$ cat src/rtl/palindrome_serializer_if.sv
// Handshake bundle for palindrome_serializer: half-word input side plus serial output side.
// master = word source / serial sink, slave = the serializer.
interface palindrome_serializer_if #(
  parameter int BITS = 4
);
  localparam int HALF = (BITS + 1) / 2;

  logic            in_valid;
  logic            in_ready;
  logic [HALF-1:0] in_half;
  logic            out_bit;
  logic            out_valid;
  logic            out_ready;
  logic            out_last;
  logic            busy;

  modport master (
    output in_valid, in_half, out_ready,
    input  in_ready, out_bit, out_valid, out_last, busy
  );

  modport slave (
    input  in_valid, in_half, out_ready,
    output in_ready, out_bit, out_valid, out_last, busy
  );
endinterface

$ cat src/rtl/palindrome_serializer.sv
// Mirrors an accepted half-word into a BITS-bit palindrome and shifts it out MSB first.
// Optional gapless word-to-word streaming under `PAL_SER_BACK_TO_BACK_EN.
module palindrome_serializer #(
  parameter int BITS = 4
) (
  input  logic                    clk,
  input  logic                    reset,
  palindrome_serializer_if.slave  bus
);
  localparam int HALF  = (BITS + 1) / 2;
  localparam int CNT_W = $clog2(BITS);
  localparam logic [CNT_W-1:0] LAST_IDX = CNT_W'(BITS - 1);
  localparam logic [CNT_W-1:0] PENULT   = CNT_W'(BITS - 2);

  typedef enum logic {
    IDLE = 1'b0,
    SEND = 1'b1
  } state_e;

  state_e           state_q;
  logic [BITS-1:0]  sr_q;
  logic [CNT_W-1:0] cnt_q;
  logic             out_bit_q;
  logic             out_valid_q;
  logic             out_last_q;
  logic             busy_q;

  logic [BITS-1:0]  word_d;
  logic             in_ready_d;
  logic             accept;

  // Upper half is in_half as given; lower part repeats its leading bits in
  // reverse, so for odd BITS the middle bit in_half[0] appears only once.
  function automatic logic [BITS-1:0] mirror(input logic [HALF-1:0] h);
    logic [BITS-1:0] w;
    w = '0;
    for (int i = 0; i < HALF; i++) begin
      w[BITS-1-i] = h[HALF-1-i];
    end
    for (int j = 0; j < BITS - HALF; j++) begin
      w[j] = h[HALF-1-j];
    end
    return w;
  endfunction

  always_comb begin
    word_d = mirror(bus.in_half);
`ifdef PAL_SER_BACK_TO_BACK_EN
    in_ready_d = !reset &&
                 ((state_q == IDLE) ||
                  ((state_q == SEND) && (cnt_q == LAST_IDX) && bus.out_ready));
`else
    in_ready_d = !reset && (state_q == IDLE);
`endif
    accept = bus.in_valid && in_ready_d;
  end

  always_ff @(posedge clk) begin
    if (reset) begin
      state_q     <= IDLE;
      sr_q        <= '0;
      cnt_q       <= '0;
      out_bit_q   <= 1'b0;
      out_valid_q <= 1'b0;
      out_last_q  <= 1'b0;
      busy_q      <= 1'b0;
    end else begin
      case (state_q)
        IDLE: begin
          if (accept) begin
            state_q     <= SEND;
            sr_q        <= word_d;
            cnt_q       <= '0;
            out_bit_q   <= word_d[BITS-1];
            out_valid_q <= 1'b1;
            out_last_q  <= 1'b0;
            busy_q      <= 1'b1;
          end
        end
        SEND: begin
          if (bus.out_ready) begin
            if (cnt_q == LAST_IDX) begin
              // Only reachable with back-to-back enabled: reload without an idle cycle.
              if (accept) begin
                sr_q        <= word_d;
                cnt_q       <= '0;
                out_bit_q   <= word_d[BITS-1];
                out_valid_q <= 1'b1;
                out_last_q  <= 1'b0;
                busy_q      <= 1'b1;
              end else begin
                state_q     <= IDLE;
                cnt_q       <= '0;
                out_bit_q   <= 1'b0;
                out_valid_q <= 1'b0;
                out_last_q  <= 1'b0;
                busy_q      <= 1'b0;
              end
            end else begin
              sr_q       <= {sr_q[BITS-2:0], 1'b0};
              cnt_q      <= cnt_q + 1'b1;
              out_bit_q  <= sr_q[BITS-2];
              out_last_q <= (cnt_q == PENULT);
            end
          end
        end
        default: begin
          state_q     <= IDLE;
          out_valid_q <= 1'b0;
          busy_q      <= 1'b0;
        end
      endcase
    end
  end

  assign bus.in_ready  = in_ready_d;
  assign bus.out_bit   = out_bit_q;
  assign bus.out_valid = out_valid_q;
  assign bus.out_last  = out_last_q;
  assign bus.busy      = busy_q;
endmodule

$ cat src/flat_wrapper.sv
// flat-port wrapper written by rule: the top's interface ports become plain ports
module palindrome_serializer_flat 
#(
  parameter int BITS = 4
)
  (clk, reset, bus_in_valid, bus_in_half, bus_out_ready, bus_in_ready, bus_out_bit, bus_out_valid, bus_out_last, bus_busy);
  palindrome_serializer_if #(.BITS(BITS)) bus_i ();
  input  logic clk;
  input  logic reset;
  input wire logic [$bits(bus_i.in_valid)-1:0] bus_in_valid;
  input wire logic [$bits(bus_i.in_half)-1:0] bus_in_half;
  input wire logic [$bits(bus_i.out_ready)-1:0] bus_out_ready;
  output wire logic [$bits(bus_i.in_ready)-1:0] bus_in_ready;
  output wire logic [$bits(bus_i.out_bit)-1:0] bus_out_bit;
  output wire logic [$bits(bus_i.out_valid)-1:0] bus_out_valid;
  output wire logic [$bits(bus_i.out_last)-1:0] bus_out_last;
  output wire logic [$bits(bus_i.busy)-1:0] bus_busy;
  assign bus_i.in_valid = bus_in_valid;
  assign bus_i.in_half = bus_in_half;
  assign bus_i.out_ready = bus_out_ready;
  assign bus_in_ready = bus_i.in_ready;
  assign bus_out_bit = bus_i.out_bit;
  assign bus_out_valid = bus_i.out_valid;
  assign bus_out_last = bus_i.out_last;
  assign bus_busy = bus_i.busy;
  palindrome_serializer #(.BITS(BITS)) u_core (.clk(clk), .reset(reset), .bus(bus_i));
endmodule
$ cat config.mk
export PLATFORM = sky130hd
export DESIGN_NAME = palindrome_serializer_flat
export DESIGN_NICKNAME = d
export VERILOG_FILES = /design/src/rtl/palindrome_serializer_if.sv /design/src/rtl/palindrome_serializer.sv /design/src/flat_wrapper.sv
export SDC_FILE = /design/constraint.sdc
export NUM_CORES = 1
export LEC_CHECK = 0
export ABC_AREA = 0
export CORE_AREA = 8 8 45 47
export CTS_CLUSTER_SIZE = 12
export DETAILED_ROUTE_END_ITERATION = 16
export DIE_AREA = 0 0 53 55
export PLACE_DENSITY = 0.68
export SLEW_MARGIN = 5
export SYNTH_ARGS = -nofsm -noshare
export SYNTH_HDL_FRONTEND = slang
export SYNTH_SLANG_ARGS = --single-unit
export TNS_END_PERCENT = 5
$ cat constraint.sdc
create_clock -name clk -period 2.7 [get_ports clk]
set_input_delay 0.405 -clock clk [delete_from_list [all_inputs] [get_ports clk]]
set_output_delay 0.405 -clock clk [all_outputs]
set_load 0.005 [all_outputs]
# [Word-level counts from Yosys, hierarchy flattened]
# Index checks and enable logic that the tools add are counted.
[totals] regBits=10 in_bits=6 output_inout_bits=5 wordCells=43
[op_classes] addsub=1 n_eq_ne=5 muxes=25 bitwise_logic=1 reduce_logical=5
[ops] operator="two-way mux 1 bit" n=13
[ops] operator="two-way mux 4 bit" n=3
[ops] operator="one-hot mux 1 bit (2 select lines)" n=4
[ops] operator="one-hot mux 4 bit (2 select lines)" n=1
[ops] operator="two-way mux 2 bit" n=3
[ops] operator="== test 2 bit (second input constant)" n=2
[ops] operator="inequality test 2 bit (second input constant)" n=2
[ops] operator="one-hot mux 2 bit (2 select lines)" n=1
[ops] operator="AND reduction 3 bit" n=1
[ops] operator="adder 2 x 1 -> 2 bit (second input constant)" n=1
[ops] operator="logical AND 1 bit" n=2
[ops] operator="inequality test 2 x 1 -> 1 bit (second input constant)" n=1
[ops] operator="AND reduction 2 bit" n=1
[ops] operator="zero test 1 bit" n=1
[ops] operator="NOT 1 bit" n=1

# [Longest topological paths before layout]
[logic_depth] ltp_word=7 ltp_mapped=4 ltp_nobuf=4

# [Worst setup path before layout]
# No wires, ideal clock.
[synth_timing] path_type="input -> output" start="input reset" end="output bus_in_ready" t_arrival_ns=0.705 t_required_ns=2.295 slack_ns=1.590 stages=2 path_buffers=1 cell_sequence="buf_1 > nor2_1"
[synth_via] elab_chain_len=2
[synth_rtl] item="start: declaration" line="flat_wrapper.sv:9" rtl="input logic reset;"
[synth_rtl] item="zero test 1 bit" line="palindrome_serializer.sv:53" rtl="in_ready_d = !reset && (state_q == IDLE);"
[synth_rtl] item="logical AND 1 bit" line="palindrome_serializer.sv:53"
[synth_rtl] item="end: declaration" line="flat_wrapper.sv:13" rtl="output wire logic [$bits(bus_i.in_ready)-1:0] bus_in_ready;"
# Every way passes these cells.

# [Final worst setup path]
# Ends and elaborated chain as after synthesis.

==> results.py <==
metrics = {
    "die": {
        "boundaryPins": 11,
        "core_area_um2": 1380,
        "die-area_um2": 2920,
        "rows": 14,
        "die_h_um": 55,
        "die_x_um": 53,
        "start_util": 0.310,
    },
    "job": {
        "drv_cap": 0,
    },
    "grt": {
        "grt_overflow_total": 0,
        "grt_max_degree": 12,
        "grt.total_usage": 0.0696,
        "antenna_found_initial": 0,
        "grt_pass1_vias": 363,
        "grt_pass1_wl_um": 1460,
    },
    "critical_path": {
        "worstPathRequired_ps": 2300,
        "critPathCaptureType": "output pin",
        "crit_type": "input pin to output pin",
        "critPathMaxFanout": 9,
        "worstPathArrival_ps": 1640,
        "critPathLaunchType": "input pin",
    },
    "detailed_routing": {
        "vias": 349,
        "wirelength_um": 851,
        "drtAntennaViolNets": 0,
        "viasPerCell": 4.65,
        "routedWlPerCell_um": 11.3,
        "dr.pass1.iters": 4,
        "detail_route.drc_violations": 0,
        "first_iter_violations": 4,
    },
    "final_layout": {
        "num_antenna_cells": 0,
        "final_layout_size_suffix_gt1_frac": 0.102,
        "area_growth_pct": 29.7,
        "nets": 68,
    },
    "place": {
        "gp_congestion": 0.726,
        "place_hpwl_um": 642,
        "port_buffers": 10,
        "place_ws_ps": 639,
    },
    "clock_network": {
        "root_buffer": "clkbuf_4",
        "htree_levels": 1,
        "clk_latency_ps": 270,
        "clk_pin_slew_ps": 60,
        "clk_path_buf_depth": 2,
        "postCtsSetupBuffers": 0,
        "clock-sinks": 9,
        "cts_buffers": 3,
        "post_cts_resized": 0,
        "cts_tree": "yes",
        "cts_hold_buffers": 0,
    },
    "yosys": {
        "ys_seq_area_frac": 0.420,
        "ys_ff_latch": 9,
        "synth_top_area_frac": 0.420,
        "yosysWarnings": 0,
        "syn_avg_cell_area_um2": 8.94,
        "netlist_instances": 48,
        "yosys-top-cells-area": "dfxtp_1 (42%), nor2_1 (7.0%), ha_1 (5.8%), a21oi_1 (4.7%), nand3b_4 (4.7%)",
        "synth-edff-count": 0,
        "synth_top_flop_cell": "dfxtp_1",
        "syn_nets": 56,
        "async_flop_share": 0,
        "synth_cell_types": 21,
        "synth_top_area_cell": "dfxtp_1",
        "syn_area_um2": 429,
    },
    "sta": {
        "setup_ws_ps": 656,
        "clock_skew_ps": 1.72,
        "hold_violations": 0,
        "max_freq_mhz": 489,
        "finalSetupViolCount": 0,
        "rsz0062_at_grt": "no",
        "fin_tns_setup_ps": 0,
        "fin_crit_ps": 2040,
        "period_share": 0.757,
        "slew_headroom": 0.719,
        "finalMaxSlewViolations": 0,
        "tightest_slew_ps": 421,
    },
    "power": {
        "vdd_drop_max_uv": 244,
        "p_leak_nw": 0.219,
        "p_per_area_nw_per_um2": 542,
    },
    "run_status": {
        "outcome": "finished, final reports clean",
    },
    "min_path": {
        "min-delay-path-class": "flip-flop to flip-flop",
    },
}
-- placed cells by master, fill, tap and decap left out, drive strengths merged --
master,synthesis,routed
nand2,3,3
clkdlybuf4s50,0,10
o21bai,1,1
clkbuf,1,4
nor3b,1,1
mux2i,1,1
nor2,8,8
ha,2,2
nand2b,3,3
inv,3,3
a32oi,1,1
a221oi,1,1
a211oi,2,2
dfxtp,9,9
nor2b,1,1
a31oi,1,1
a21oi,4,4
nand3b,2,2
nand3,2,2
-- critical path, cell delays in order --
cell	delay, ps
clkdlybuf4s50_1	560
nor2_1	160
clkdlybuf4s50_1	520
-- routing by layer --
layer	vias to the layer above	share of wire	GRT usage
met5	-	0	0
met4	0	0.045	0.0690
met3	5	0.066	0.0348
met2	10	0.38	0.0957
met1	150	0.51	0.0749
li1	184	-	-
-- Yosys cell counts, types with 2 or more instances --
master	number
dfxtp_1	9
ha_1	2
nand3_1	2
inv_1	3
a211oi_1	2
nor2_1	8
nand2b_1	3
a21oi_1	4
nand2_1	3
-- power by group --
part           total (mW)  leakage [nW]  switching, mW  internal, mW
combinational      0.0440         0.130         0.0183        0.0257
clock               0.109        0.0150         0.0522        0.0573
sequential          0.148        0.0741        0.00748         0.141
-- kinds of logic after synthesis --
family / share of synthesized area
AOI/OAI and AO/OA: 0.155
muxes: 0.0321
buffers and inverters: 0.0700
adders and majority gates: 0.0583
DFF: 0.420
and+or+nand+nor: 0.265
-- registers in the layout, summed over array words and instances, names as in the netlist --
| register | cells |
|---|---|
| u_core.bus.out_bit | 1 |
| u_core.bus.busy | 1 |
| u_core.state_q | 1 |
| u_core.cnt_q | 2 |
| u_core.sr_q | 3 |
| u_core.bus.out_last | 1 |
-- area by class of cell --
type,instances,area (um^2)
well taps,16,20.0
flip-flops and latches,9,180
multi-input cells,33,219
clock buffers,4,26.3
repair buffers,10,100
fillers,141,827
inverters,3,11.3
-- worst paths after layout --
kind                                                      start                         endpoint  slack, ps  cells past startpoint
worst max register to register        u_core.state_q$_SDFF_PP0_  u_core.bus.out_bit$_SDFFE_PP0P_       1310                      3
worst max-delay path                                      reset                     bus_in_ready        660                      3
worst min register to register  u_core.bus.out_bit$_SDFFE_PP0P_  u_core.bus.out_bit$_SDFFE_PP0P_        470                      2
worst min-delay path            u_core.bus.out_bit$_SDFFE_PP0P_  u_core.bus.out_bit$_SDFFE_PP0P_        470                      2
-- through the flow --
step / hold WS, ps / utilization / cell area [um^2] / total power [mW] / std cells
finish: 469 / 0.402 / 557 / 0.302 / 75
global placement: 461 / 0.383 / 531 / 0.195 / 71
global route: 495 / 0.402 / 557 / 0.320 / 75
detailed placement: 465 / 0.383 / 531 / 0.196 / 71
floorplan: 444 / - / 429 / 0.175 / 48
CTS: 475 / 0.402 / 557 / 0.304 / 75
Note: power is estimated with default switching activity, not from simulation.
